[src/rtl/pipe_pkg.sv]
// Shared definitions for the skid-buffered pipeline stage: FSM encoding,
// the RV32I canonical nop and small helpers.
package pipe_pkg;

  typedef enum logic [1:0] {
    ST_EMPTY = 2'd0,
    ST_ONE   = 2'd1,
    ST_TWO   = 2'd2
  } state_e;

  localparam logic [31:0] RV32I_NOP = 32'h0000_0013;

  function automatic logic can_accept(input state_e s);
    return (s != ST_TWO);
  endfunction

  function automatic logic [31:0] sat_inc32(input logic [31:0] v, input logic en);
    if (en && (v != 32'hFFFF_FFFF)) begin
      return v + 32'd1;
    end else begin
      return v;
    end
  endfunction

endpackage

[src/rtl/pipe_entry_reg.sv]
// One storage slot of the stage: valid bit plus payload, with a clear that
// wins over load and restores the payload to its bubble value.
module pipe_entry_reg #(
  parameter int            W       = 64,
  parameter logic [W-1:0]  CLR_VAL = {W{1'b0}}
) (
  input  logic         clk,
  input  logic         load_i,
  input  logic         clr_i,
  input  logic [W-1:0] d_i,
  output logic         valid_o,
  output logic [W-1:0] data_o
);

  logic         valid_q = 1'b0;
  logic [W-1:0] data_q  = CLR_VAL;

  // Slot update: clear has priority over load, otherwise hold.
  always_ff @(posedge clk) begin
    if (clr_i) begin
      valid_q <= 1'b0;
      data_q  <= CLR_VAL;
    end else if (load_i) begin
      valid_q <= 1'b1;
      data_q  <= d_i;
    end
  end

  assign valid_o = valid_q;
  assign data_o  = data_q;

endmodule

[src/rtl/pipe_stage_skid.sv]
// Inter-stage pipeline register {pc, inst} with valid/ready, 2-entry skid and flush.
// Optional PIPE_STAGE_PERF_EN adds saturating stall/flush counters.
module pipe_stage_skid
  import pipe_pkg::*;
#(
  parameter int                 PC_W     = 32,
  parameter int                 INST_W   = 32,
  parameter logic [INST_W-1:0]  NOP_INST = {INST_W{1'b0}}
) (
  input  logic              clk,
  input  logic              rst,
  input  logic              flush,
  input  logic              in_valid,
  output logic              in_ready,
  input  logic [PC_W-1:0]   in_pc,
  input  logic [INST_W-1:0] in_inst,
  output logic              out_valid,
  input  logic              out_ready,
  output logic [PC_W-1:0]   out_pc,
  output logic [INST_W-1:0] out_inst,
  output logic              out_nop
`ifdef PIPE_STAGE_PERF_EN
  ,
  output logic [31:0]       stall_cnt,
  output logic [31:0]       flush_cnt
`endif
);

  localparam int               ENT_W   = PC_W + INST_W;
  localparam logic [ENT_W-1:0] CLR_VAL = {{PC_W{1'b0}}, NOP_INST};

  state_e state_q    = ST_EMPTY;
  state_e state_d;
  logic   in_ready_q = 1'b1;
  logic   nop_q      = 1'b1;

  logic             accept_s, drain_s;
  logic             main_load_s, main_clr_s, main_from_skid_s;
  logic             skid_load_s, skid_clr_s;
  logic             main_valid_s, skid_valid_s;
  logic [ENT_W-1:0] main_data_s, skid_data_s, main_d_s;

  assign accept_s = in_valid & in_ready_q;
  assign drain_s  = main_valid_s & out_ready;
  assign main_d_s = main_from_skid_s ? skid_data_s : {in_pc, in_inst};

  // Next-state and slot strobes; rst and flush both empty the stage.
  always_comb begin
    state_d          = state_q;
    main_load_s      = 1'b0;
    main_clr_s       = 1'b0;
    main_from_skid_s = 1'b0;
    skid_load_s      = 1'b0;
    skid_clr_s       = 1'b0;
    if (rst || flush) begin
      state_d    = ST_EMPTY;
      main_clr_s = 1'b1;
      skid_clr_s = 1'b1;
    end else begin
      case (state_q)
        ST_EMPTY: begin
          if (accept_s) begin
            state_d     = ST_ONE;
            main_load_s = 1'b1;
          end else begin
            state_d = ST_EMPTY;
          end
        end
        ST_ONE: begin
          if (accept_s && drain_s) begin
            main_load_s = 1'b1;
          end else if (accept_s) begin
            state_d     = ST_TWO;
            skid_load_s = 1'b1;
          end else if (drain_s) begin
            state_d    = ST_EMPTY;
            main_clr_s = 1'b1;
          end else begin
            state_d = ST_ONE;
          end
        end
        ST_TWO: begin
          if (drain_s) begin
            state_d          = ST_ONE;
            main_load_s      = 1'b1;
            main_from_skid_s = 1'b1;
            skid_clr_s       = 1'b1;
          end else begin
            state_d = ST_TWO;
          end
        end
        default: begin
          state_d    = ST_EMPTY;
          main_clr_s = 1'b1;
          skid_clr_s = 1'b1;
        end
      endcase
    end
  end

  // State register; in_ready and bubble flag are registered from next state.
  always_ff @(posedge clk) begin
    if (rst) begin
      state_q    <= ST_EMPTY;
      in_ready_q <= 1'b1;
      nop_q      <= 1'b1;
    end else begin
      state_q    <= state_d;
      in_ready_q <= can_accept(state_d);
      nop_q      <= (state_d == ST_EMPTY);
    end
  end

  pipe_entry_reg #(.W(ENT_W), .CLR_VAL(CLR_VAL)) u_main (
    .clk     (clk),
    .load_i  (main_load_s),
    .clr_i   (main_clr_s),
    .d_i     (main_d_s),
    .valid_o (main_valid_s),
    .data_o  (main_data_s)
  );

  pipe_entry_reg #(.W(ENT_W), .CLR_VAL(CLR_VAL)) u_skid (
    .clk     (clk),
    .load_i  (skid_load_s),
    .clr_i   (skid_clr_s),
    .d_i     ({in_pc, in_inst}),
    .valid_o (skid_valid_s),
    .data_o  (skid_data_s)
  );

  assign in_ready  = in_ready_q;
  assign out_valid = main_valid_s;
  assign out_nop   = nop_q;
  assign out_pc    = main_data_s[ENT_W-1:INST_W];
  assign out_inst  = main_data_s[INST_W-1:0];

`ifdef PIPE_STAGE_PERF_EN
  logic [31:0] stall_cnt_q = 32'd0;
  logic [31:0] flush_cnt_q = 32'd0;

  // Saturating event counters; flush does not clear them.
  always_ff @(posedge clk) begin
    if (rst) begin
      stall_cnt_q <= 32'd0;
      flush_cnt_q <= 32'd0;
    end else begin
      stall_cnt_q <= sat_inc32(stall_cnt_q, main_valid_s & ~out_ready);
      flush_cnt_q <= sat_inc32(flush_cnt_q, flush);
    end
  end

  assign stall_cnt = stall_cnt_q;
  assign flush_cnt = flush_cnt_q;
  logic unused_skid_s;
  assign unused_skid_s = skid_valid_s;
`else
  logic unused_skid_s;
  assign unused_skid_s = skid_valid_s;
`endif

endmodule

[config.mk]
export PLATFORM = sky130hd
export DESIGN_NAME = pipe_stage_skid
export DESIGN_NICKNAME = d
export VERILOG_FILES = /design/src/rtl/pipe_pkg.sv /design/src/rtl/pipe_entry_reg.sv /design/src/rtl/pipe_stage_skid.sv
export SDC_FILE = /design/constraint.sdc
export NUM_CORES = 1
export LEC_CHECK = 0
export CORE_MARGIN = 4
export CORE_UTILIZATION = 54
export DETAILED_ROUTE_END_ITERATION = 8
export PLACE_DENSITY = 0.95
export RECOVER_POWER = 50
export SKIP_CTS_REPAIR_TIMING = 1
export SYNTH_ARGS = -nofsm -noshare
export SYNTH_HDL_FRONTEND = slang
export SYNTH_HIERARCHICAL = 1
export SYNTH_SLANG_ARGS = --single-unit
[constraint.sdc]
create_clock -name clk -period 4.45 [get_ports clk]
set_input_delay 0.445 -clock clk [delete_from_list [all_inputs] [get_ports clk]]
set_output_delay 0.445 -clock clk [all_outputs]
set_load 0.02 [all_outputs]
==> results.md, run 1 <==
* Run status: finished with violations
* Violations in the final reports: capacitance limit, slew limit
* Average cell area after synthesis at 11.0 sq um
* Worst-margin pin slew at 2.33 ns
* Final count of negative-setup-slack endpoints at 0
* Synth Net Count at 586
* Sum of routed wire length over all layers at 13,500 um
* Synthesized instance count at 517
* Placement row count at 37
* WP data required at 4.74 ns
* Max-Cap Viols at 1
* Fin. Hold Viols at 0
* Hold Startpoint: u_skid/data_o[9]$_SDFFE_PP0P_
* Total count of max-transition violations in the final report at 65
* Worst setup margin at roughly 1.4 ns
* Global-route wire length before repair at 22,400 um
* Total vias in the final route at 4,187
* Detailed Routing Iterations Pass 1 at 4
* Top-level I/O count at about 140
* Final GP Congestion at 0.836
* Cell area after synthesis at 5710 sq um
* Number of levels in the clock H-tree at 4
* Number of diodes at 0
* Setup TNS at 0 ns
* Largest net degree at the start of global routing at 65
* Core footprint at 10,300 sq um
* Hold-critical path endpoint: u_skid/data_o[9]$_SDFFE_PP0P_
* Violation count after the first detailed-routing iteration at 235
* Antenna violation net count after detailed routing at 0
* Reg2Reg Launch Point: u_main/valid_o$_SDFFE_PP0P_
* Worst setup EP type: register
* Footprint of the multi-input gates at 2700 sq um
* Launching element of the worst setup path: out_ready
* Quantity of I/O buffers inserted on ports at around 140
* Gr usage total at roughly 22%
* Area delta synth->final at 31.8%
* R2R setup slack at roughly 1.4 ns
* Via count of the first global-routing pass at between 4,000 and 5,000
* Chip Width at 111 um
* Remaining global-route overflow at 0
* Cell chosen for the clock root: clkbuf_8
* Fmax at 0.328 GHz
* CTS tree: yes
* Clock buffer depth at 2
* Depth of the worst hold-timing path at 2
* Share of the clock period used by the worst path at 68.6%
* Sort of element at the start of the critical path: input port
* Post-route minimum period at a little over 3 ns
* Synthesis warning total at 6
* TritonCTS buffer count at 17
* Total DRC errors in the routed layout at 0
* Number of nets at the end of the flow at 709
* Worst R2R Path Depth at 4
* Type of the setup path with the least slack: input port to register
* DIE AREA at 12,300 sq um
* Final HPWL from detailed placement at between 8000 and 9000 um
* Number of filler instances in the final layout at 704
* Worst-case vdd ir drop at 0.206 mV
* Average wire length per cell after detail routing at between 15 and 20 um
* Unrepaired setup endpoints after global routing: false
* Clk_lat worst skew at ~0.52 ns
* Post-placement setup slack at 1.60 ns
* Worst slew margin at -55.6%
* Worst clock skew at 0.00836 ns
* Detail-routed via count per cell at 5.31
* Share of layout cells above drive strength 1 at 13.8%
* Power density normalized to cell area at 368 nW/um^2
* Clock transition at the registers of the reported paths at 0.06 ns
* Signal arrival time at the worst endpoint at 3.34 ns
* Num Clock Sinks at 133
* Combined flip-flop and latch cell area at 2660 sq um
* Reported leakage power at about 2.7 nW
* Die boundary height at 111 um
* Hold WC Path Type: register to register
* End of the worst register-to-register path: u_skid/data_o[0]$_SDFFE_PP0P_
* Maximum fanout along the worst path at 64
* Starting Density at a little under three fifths
* Number of antenna violations at the first check in global routing at 0
==> worst max path at each step <==
stage                                          end  slack (ns)  cells past startpoint
floorplan           u_main/data_o[13]$_SDFFE_PP0P_        2.27                      7
global placement    u_main/data_o[27]$_SDFFE_PP0P_        1.74                      6
detailed placement  u_main/data_o[44]$_SDFFE_PP0P_        1.60                      6
CTS                 u_main/data_o[44]$_SDFFE_PP0P_        2.13                      5
global route        u_skid/data_o[20]$_SDFFE_PP0P_        1.10                      4
finish               u_skid/data_o[0]$_SDFFE_PP0P_        1.40                      5
==> registers in the layout, indices dropped and copies added, names as in the netlist <==
signal / count
u_main/data_o: 64
u_skid/data_o: 64
in_ready: 1
out_nop: 1
state_q: 2
u_main/valid_o: 1
==> cell usage in the layout (no fill, tap or decap), types with 4 or more instances in the layout <==
master           count
nor2_1             132
dfxtp_1            133
clkbuf_1             4
mux2i_1            128
clkbuf_16           16
dlygate4sd3_1       68
mux2_2              44
mux2_1              10
clkdlybuf4s50_1     67
mux2_4              11
==> metrics by stage <==
stage	std cells	total power, mW	hold WS (ns)	utilization, %	area, sq um
finish	788	2.77	0.488	72.9	7520
global route	788	2.86	0.511	72.9	7520
CTS	788	2.80	0.491	73.4	7570
detailed placement	757	1.45	0.476	67.8	7000
global placement	757	1.45	0.466	67.8	7000
floorplan	517	1.35	0.454	-	5710
==> per-layer routing <==
layer  GRT usage [%]  part of all wire (%)  vias to the layer above
met4            9.11                   2.0                        0
li1                -                     -                     2011
met5               0                     0                        -
met3            5.84                   5.2                       28
met2            39.4                    52                      128
met1            25.2                    41                     2020
==> power breakdown <==
group | internal (mW) | switching [mW] | total [mW]
registers | 1.20 | 0.00663 | 1.21
clock network | 0.862 | 0.481 | 1.34
logic | 0.117 | 0.0958 | 0.213
==> cell type report <==
type / instances / area share (%)
Multi-Input combinational cell: 346 / 35.8
Sequential cell: 133 / 35.4
Timing Repair Buffer: 140 / 18.8
Clock buffer: 22 / 5.89
Tap cell: 136 / 2.26
Clock inverter: 9 / 1.71
Inverter: 2 / 0.0998
==> worst max-delay path, stage by stage <==
cell	delay, ns
clkdlybuf4s50_1	0.51
and2_0	0.39
o21ai_0	0.14
nand2_1	1.67
nor2_1	0.17
Power figures use the tool's default switching activity.
==> inputs of run 2 (changes only) <==
--- a/config.mk
+++ b/config.mk
@@ -6,9 +6,9 @@
 export NUM_CORES = 1
 export LEC_CHECK = 0
 export CORE_MARGIN = 4
-export CORE_UTILIZATION = 54
+export CORE_UTILIZATION = 50
 export DETAILED_ROUTE_END_ITERATION = 8
-export PLACE_DENSITY = 0.95
+export PLACE_DENSITY = 0.9
 export RECOVER_POWER = 50
 export SKIP_CTS_REPAIR_TIMING = 1
 export SYNTH_ARGS = -nofsm -noshare
==> constraint.sdc (replaced) <==
create_clock -name clk -period 3.1 [get_ports clk]
set_input_delay 0.31 -clock clk [delete_from_list [all_inputs] [get_ports clk]]
set_output_delay 0.31 -clock clk [all_outputs]
set_load 0.02 [all_outputs]
==> results.md, run 2 (synthesized netlist as in run 1, its figures left out) <==
* WP data required at 3.38 ns (-1.36 ns)
* Critical Path Stages at 6 (+1)
* Signal arrival time at the worst endpoint at 2.63 ns (-0.71 ns)
* Gr usage total at 20.3% (-1.9 points)
* Worst path max stage delay at 0.83 ns (-0.84 ns)
* Final HPWL from detailed placement at 9010 um (+2.2%)
* Worst clock skew at 0.0103 ns (+0.00191 ns)
* Cells along the critical path: dlygate4sd3_1 > and2_0 > o21ai_0 > nand2_1 > buf_12 > nor2_1
* Final count of negative-setup-slack endpoints at 0 (unchanged)
* Clock transition at the registers of the reported paths at 0.06 ns (about the same)
* Number of filler instances in the final layout at 814 (+16%)
* Delay-heaviest family, CP: simple AND/OR/NAND/NOR gates
* R2R setup slack at 0.85 ns (-0.58 ns)
* Number of levels in the clock H-tree at 4 (unchanged)
* Clock buffer depth at 2 (unchanged)
* Global-route wire length before repair at 21,700 um (-3.2%)
* Total count of max-transition violations in the final report at 0 (-100%)
* Run status: finished clean
* Launching element of the worst setup path: out_ready
* Average wire length per cell after detail routing at 16.9 um (-1.7%)
* Via count of the first global-routing pass at 4,538 (+0.78%)
* Worst setup EP type: register
* Fmax at 0.426 GHz
* Fin. Hold Viols at 0 (unchanged)
* Clk_lat worst skew at 0.40 ns (-0.12 ns)
* Top Usage Layer GRT: met2
* Chip Width at 115 um (+3.6%)
* Detailed Routing Iterations Pass 1 at 4 (unchanged)
* Number of nets at the end of the flow at 713 (+0.56%)
* Largest net degree at the start of global routing at 49 (-25%)
* Total DRC errors in the routed layout at 0 (unchanged)
* Starting Density at 52.0% (-3.3 points)
* Unrepaired setup endpoints after global routing: false
* Buffers and inverters on the worst path at 2 (+1)
* Detail-routed via count per cell at 5.22 (-1.7%)
* DIE AREA at 13,200 sq um (+7.4%)
* Commonest non-fill, non-tap cell in the layout: dfxtp_1
* Worst-case vdd ir drop at 0.358 mV (+74%)
* Number of diodes at 0 (unchanged)
* Area delta synth->final at 34.7%
* Sort of element at the start of the critical path: input port
* Max-Cap Viols at 0 (-1)
* Setup TNS at 0 ns (unchanged)
* Post-route minimum period at roughly 2.3 ns
* Worst-margin pin slew at 1.11 ns (-1.21 ns)
* Core footprint at 11,000 sq um (+6.4%)
* Hold WC Path Type: register to register
* Global routing usage on met1 at 24.0% (-1.2 points)
* Reported leakage power at 2.81 nW (+3.1%)
* Remaining global-route overflow at 0 (unchanged)
* Post-placement setup slack at 0.581 ns (-1.02 ns)
* Worst slew margin at 25.5% (+81 points)
* Combined flip-flop and latch cell area at 2660 sq um (unchanged)
* Cell chosen for the clock root: clkbuf_16
* Global routing met2 resource utilization at 36.1% (-3.3 points)
* Num Clock Sinks at 133 (unchanged)
* Most frequent cells in the layout: dfxtp_1, nor2_1, mux2i_1
* CTS tree: yes
* Reg2Reg Launch Point: u_main/valid_o$_SDFFE_PP0P_
* Maximum fanout along the worst path at 35 (-45%)
* Quantity of I/O buffers inserted on ports at 135 (unchanged)
* Met3 Usage GRT at 5.16% (-0.68 points)
* Share of layout cells above drive strength 1 at 16.1% (+2.3 points)
* Type of the setup path with the least slack: input port to register
* Library cell contributing the largest single delay on the critical path: nand2_1
* Total vias in the final route at 4,162 (-0.60%)
* Sum of routed wire length over all layers at 13,400 um (-0.55%)
* Violation count after the first detailed-routing iteration at 211 (-10%)
* Footprint of the multi-input gates at 2750 sq um (+1.8%)
* Share of the clock period used by the worst path at between 70% and 80%
* Number of antenna violations at the first check in global routing at 0 (unchanged)
* End of the worst register-to-register path: u_skid/data_o[33]$_SDFFE_PP0P_
* Antenna violation net count after detailed routing at 0 (unchanged)
* Worst R2R Path Depth at 5 (+1)
* End point of the critical path: u_skid/data_o[33]$_SDFFE_PP0P_
* Power density normalized to cell area at 537 nW/um^2 (+46%)
* Top-level I/O count at 136 (unchanged)
* Placement row count at 38 (+2.7%)
* TritonCTS buffer count at 17 (unchanged)
* Die boundary height at 115 um (+3.6%)
* Worst setup margin at 0.752 ns (-0.647 ns)
* Final GP Congestion at 0.804 (-3.8%)
[run 2: how the worst min path moves through the flow]
stage | cells past startpoint | endpoint | slack [ns] | start
floorplan | 2 | u_skid/data_o[0]$_SDFFE_PP0P_ | 0.45 | u_skid/data_o[0]$_SDFFE_PP0P_
global route | 2 | u_skid/data_o[46]$_SDFFE_PP0P_ | 0.51 | u_skid/data_o[46]$_SDFFE_PP0P_
global placement | 2 | u_skid/data_o[27]$_SDFFE_PP0P_ | 0.47 | u_skid/data_o[27]$_SDFFE_PP0P_
CTS | 2 | u_skid/data_o[37]$_SDFFE_PP0P_ | 0.50 | u_skid/data_o[37]$_SDFFE_PP0P_
finish | 2 | u_skid/data_o[37]$_SDFFE_PP0P_ | 0.49 | u_skid/data_o[37]$_SDFFE_PP0P_
detailed placement | 2 | u_skid/data_o[36]$_SDFFE_PP0P_ | 0.48 | u_skid/data_o[36]$_SDFFE_PP0P_
[run 2: routing by layer]
layer,share of wire [%],vias up
li1,-,2016
met1,41,2005
met3,5.1,17
met2,52,124
met4,1.4,0
met5,0,-
[run 2: stage by stage]
step           cells  power, mW  area, sq um  hold slack (ns)  util [%]
6_report         797       4.13         7690            0.490      70.0
5_1_grt          797       4.25         7690            0.515      70.0
4_1_cts          797       4.17         7690            0.495      70.1
3_5_place_dp     765       2.09         7070            0.480      64.4
3_3_place_gp     765       2.08         7070            0.466      64.4
2_1_floorplan    517       1.94         5710            0.454         -
[run 2: cell type report]
cell class | count | area share (%)
tap | 140 | 2.28
multi-input combinational | 346 | 35.7
sequential | 133 | 34.6
clock inverter | 10 | 1.89
inverter | 2 | 0.0976
timing repair buffer | 144 | 19.2
clock buffer | 22 | 6.17
[run 2: report_power, final]
group | internal (mW) | switching, mW | total (mW)
registers | 1.73 | 0.00963 | 1.74
logic | 0.177 | 0.139 | 0.317
clock network | 1.34 | 0.742 | 2.08
total | 3.24 | 0.891 | 4.13
[run 2: worst reg2reg max path: cells and delay by family (launching register included)]
family | cells | cell delay [ns]
AO/OA/AOI/OAI | 1 | 0.15
buffers and inverters | 1 | 0.31
flip-flops | 1 | 0.39
AND/OR/NAND/NOR | 3 | 1.29
==> inputs of run 3 (changes only) <==
==> constraint.sdc (replaced) <==
create_clock -name clk -period 2.29 [get_ports clk]
set_input_delay 0.229 -clock clk [delete_from_list [all_inputs] [get_ports clk]]
set_output_delay 0.229 -clock clk [all_outputs]
set_load 0.02 [all_outputs]
==> results.md, run 3 (synthesized netlist as in run 1, its figures left out) <==
* Final GP Congestion at 0.810 (+0.75%)
* Worst-margin pin slew at 0.716 ns (-0.399 ns)
* Proportion of power drawn by combinational gates at 8.0% (+0.3 points)
* R2R setup slack at 0.21 ns (-0.64 ns)
* Worst-case vdd ir drop at 0.469 mV (+31%)
* Critical Path Stages at 6 (unchanged)
* Hold WC Path Type: input port to register
* Post-placement setup slack at -0.0167 ns (-0.597 ns)
* Total vias in the final route at 4,191 (+0.70%)
* Instance area at placement at 7220 sq um (+2.1%)
* Max-Cap Viols at 0 (unchanged)
* Die boundary height at 115 um (unchanged)
* Maximum fanout along the worst path at 36 (+2.9%)
* Antenna violation net count after detailed routing at 0 (unchanged)
* Fin. Hold Viols at 0 (unchanged)
* Launching element of the worst setup path: state_q[1]$_SDFF_PP0_
* Share of layout cells above drive strength 1 at 17.8% (+1.7 points)
* Detailed Routing Iterations Pass 1 at 6 (+2)
* Power density normalized to cell area at 698 nW/um^2 (+30%)
* Number of nets at the end of the flow at 729 (+2.2%)
* Power spent charging and discharging nets at 1.15 mW (+29%)
* Worst slew margin at 52.3% (+27 points)
* Total DRC errors in the routed layout at 0 (unchanged)
* Number of diodes at 0 (unchanged)
* Cell chosen for the clock root: clkbuf_16
* Post-layout instance area at 7780 sq um (+1.2%)
* End of the worst register-to-register path: u_main/data_o[40]$_SDFFE_PP0P_
* Signal arrival time at the worst endpoint at 2.36 ns (-0.27 ns)
* Remaining global-route overflow at 0 (unchanged)
* Num Clock Sinks at 133 (unchanged)
* Detail-routed via count per cell at 5.15 (-1.3%)
* Sum of routed wire length over all layers at 13,300 um (-1.2%)
* Total placed cells including tap cells at 781 (+2.1%)
* Worst setup EP type: register
* Depth of the worst hold-timing path at 3 (+1)
* Top-level I/O count at 136 (unchanged)
* Most frequent cells in the layout: dfxtp_1, nor2_1, mux2i_1
* Cells along the critical path: nand3b_1 > a21oi_1 > o21a_4 > clkbuf_4 > mux2i_1 > nor2_1
* Share of total power in the clock network at 48.8% (-1.5 points)
* Fmax at 0.481 GHz
* Number of antenna violations at the first check in global routing at 0 (unchanged)
* Type of the setup path with the least slack: register to register
* Hold Startpoint: in_inst[1]
* TritonCTS buffer count at 17 (unchanged)
* Average wire length per cell after detail routing at 16.3 um (-3.2%)
* Run status: finished clean
* Sort of element at the start of the critical path: register
* Share of the clock period used by the worst path at approximately 91%
* Worst R2R Path Depth at 6 (+1)
* Worst clock skew at 0.00588 ns (-0.00438 ns)
* Buffers and inverters on the worst path at 1 (-1)
* Worst path max stage delay at 0.56 ns (-0.27 ns)
* Placement row count at 38 (unchanged)
* Delay-heaviest family, CP: buffers and inverters
* Largest net degree at the start of global routing at 38 (-22%)
* Global-route wire length before repair at 22,100 um (+2.1%)
* DIE AREA at 13,200 sq um (unchanged)
* Chip Width at 115 um (unchanged)
* Quantity of I/O buffers inserted on ports at 135 (unchanged)
* Unrepaired setup endpoints after global routing: false
* Number of levels in the clock H-tree at 4 (unchanged)
* Violation count after the first detailed-routing iteration at 148 (-30%)
* Number of filler instances in the final layout at 773 (-5.0%)
* Reported leakage power at 2.88 nW (+2.4%)
* Core footprint at 11,000 sq um (unchanged)
* Total count of max-transition violations in the final report at 0 (unchanged)
* Combined flip-flop and latch cell area at 2660 sq um (unchanged)
* Sequential share of power at 43.2% (+1.2 points)
* Hold-critical path endpoint: u_skid/data_o[1]$_SDFFE_PP0P_
* Final HPWL from detailed placement at 9030 um (+0.14%)
* Cell-internal power at 4.29 mW (+32%)
* Footprint of the multi-input gates at 2750 sq um (about the same)
* Commonest non-fill, non-tap cell in the layout: dfxtp_1
* Clock buffer depth at 2 (unchanged)
* Clock transition at the registers of the reported paths at 0.06 ns (about the same)
* Post-route minimum period at ~2.1 ns
* Library cell contributing the largest single delay on the critical path: clkbuf_4
* WP data required at 2.58 ns (-0.80 ns)
* Clk_lat worst skew at 0.41 ns (about the same)
* Starting Density at 52.0% (unchanged)
* Reg2Reg Launch Point: state_q[1]$_SDFF_PP0_
* Final count of negative-setup-slack endpoints at 0 (unchanged)
* Switching power as a share of total power at 21.1% (-0.48 points)
* Count of placed standard cells in the final layout, fillers left out at 813 (+2.0%)
* Area delta synth->final at 36.3%
* Worst setup margin at 0.212 ns (-0.540 ns)
* Gr usage total at 20.9% (+0.63 points)
* CTS tree: yes
* Via count of the first global-routing pass at 4,645 (+2.4%)
[run 3: cell types whose count changed in the layout (fill, tap and decap cells not counted), sizes merged]
cell,change
inv,-2
bufinv,-1
buf,+13
clkdlybuf4s50,+1
clkbuf,+4
dlygate4sd3,-1
clkinv,+2
[run 3: per-stage QoR]
step | power (mW) | TNS [ns] | hold slack [ns] | util [%]
floorplan | 2.63 | 0 | 0.376 | -
global placement | 2.83 | 0 | 0.466 | 65.7
detailed placement | 2.84 | -0.0167 | 0.476 | 65.7
CTS | 5.49 | 0 | 0.439 | 71.1
global route | 5.62 | 0 | 0.484 | 70.9
finish | 5.44 | 0 | 0.462 | 70.9
[run 3: worst max path at each step]
stage	endpoint	slack (ns)
5_1_grt	u_main/data_o[35]$_SDFFE_PP0P_	0.12
4_1_cts	u_main/data_o[41]$_SDFFE_PP0P_	0.37
3_5_place_dp	u_skid/data_o[47]$_SDFFE_PP0P_	-0.02
2_1_floorplan	u_main/data_o[13]$_SDFFE_PP0P_	0.33
3_3_place_gp	u_skid/data_o[38]$_SDFFE_PP0P_	0.06
6_report	u_main/data_o[40]$_SDFFE_PP0P_	0.21
[run 3: per-layer routing]
layer / vias to the layer above / global-route usage, % / wire length [um]
li1: 2049 / - / -
met1: 2005 / 23.6 / 5490
met2: 113 / 37.3 / 6830
met3: 24 / 5.63 / 693
met4: 0 / 8.45 / 255
met5: - / 0 / 0
[run 3: power groups by stage]
stage	clock network, mW	registers [mW]	logic, mW
floorplan	0	2.42	0.210
global placement	0	2.40	0.429
detailed placement	0	2.40	0.441
CTS	2.69	2.35	0.445
global route	2.80	2.35	0.467
finish	2.65	2.35	0.435
[run 3: layout make-up]
class | instances | area share [%]
Sequential cell | 133 | 34.2
Multi-Input combinational cell | 346 | 35.3
Clock inverter | 9 | 1.29
Clock buffer | 23 | 6.27
Tap cell | 140 | 2.25
Inverter | 2 | 0.0964
Timing Repair Buffer | 160 | 20.6
[run 3: worst register-to-register path, delay by kind of cell, from the launching register on]
kind / cells / cell delay [ns]
compound gates: 2 / 0.39
flops: 1 / 0.34
mux: 1 / 0.35
simple gates: 2 / 0.31
buf+inv: 1 / 0.56
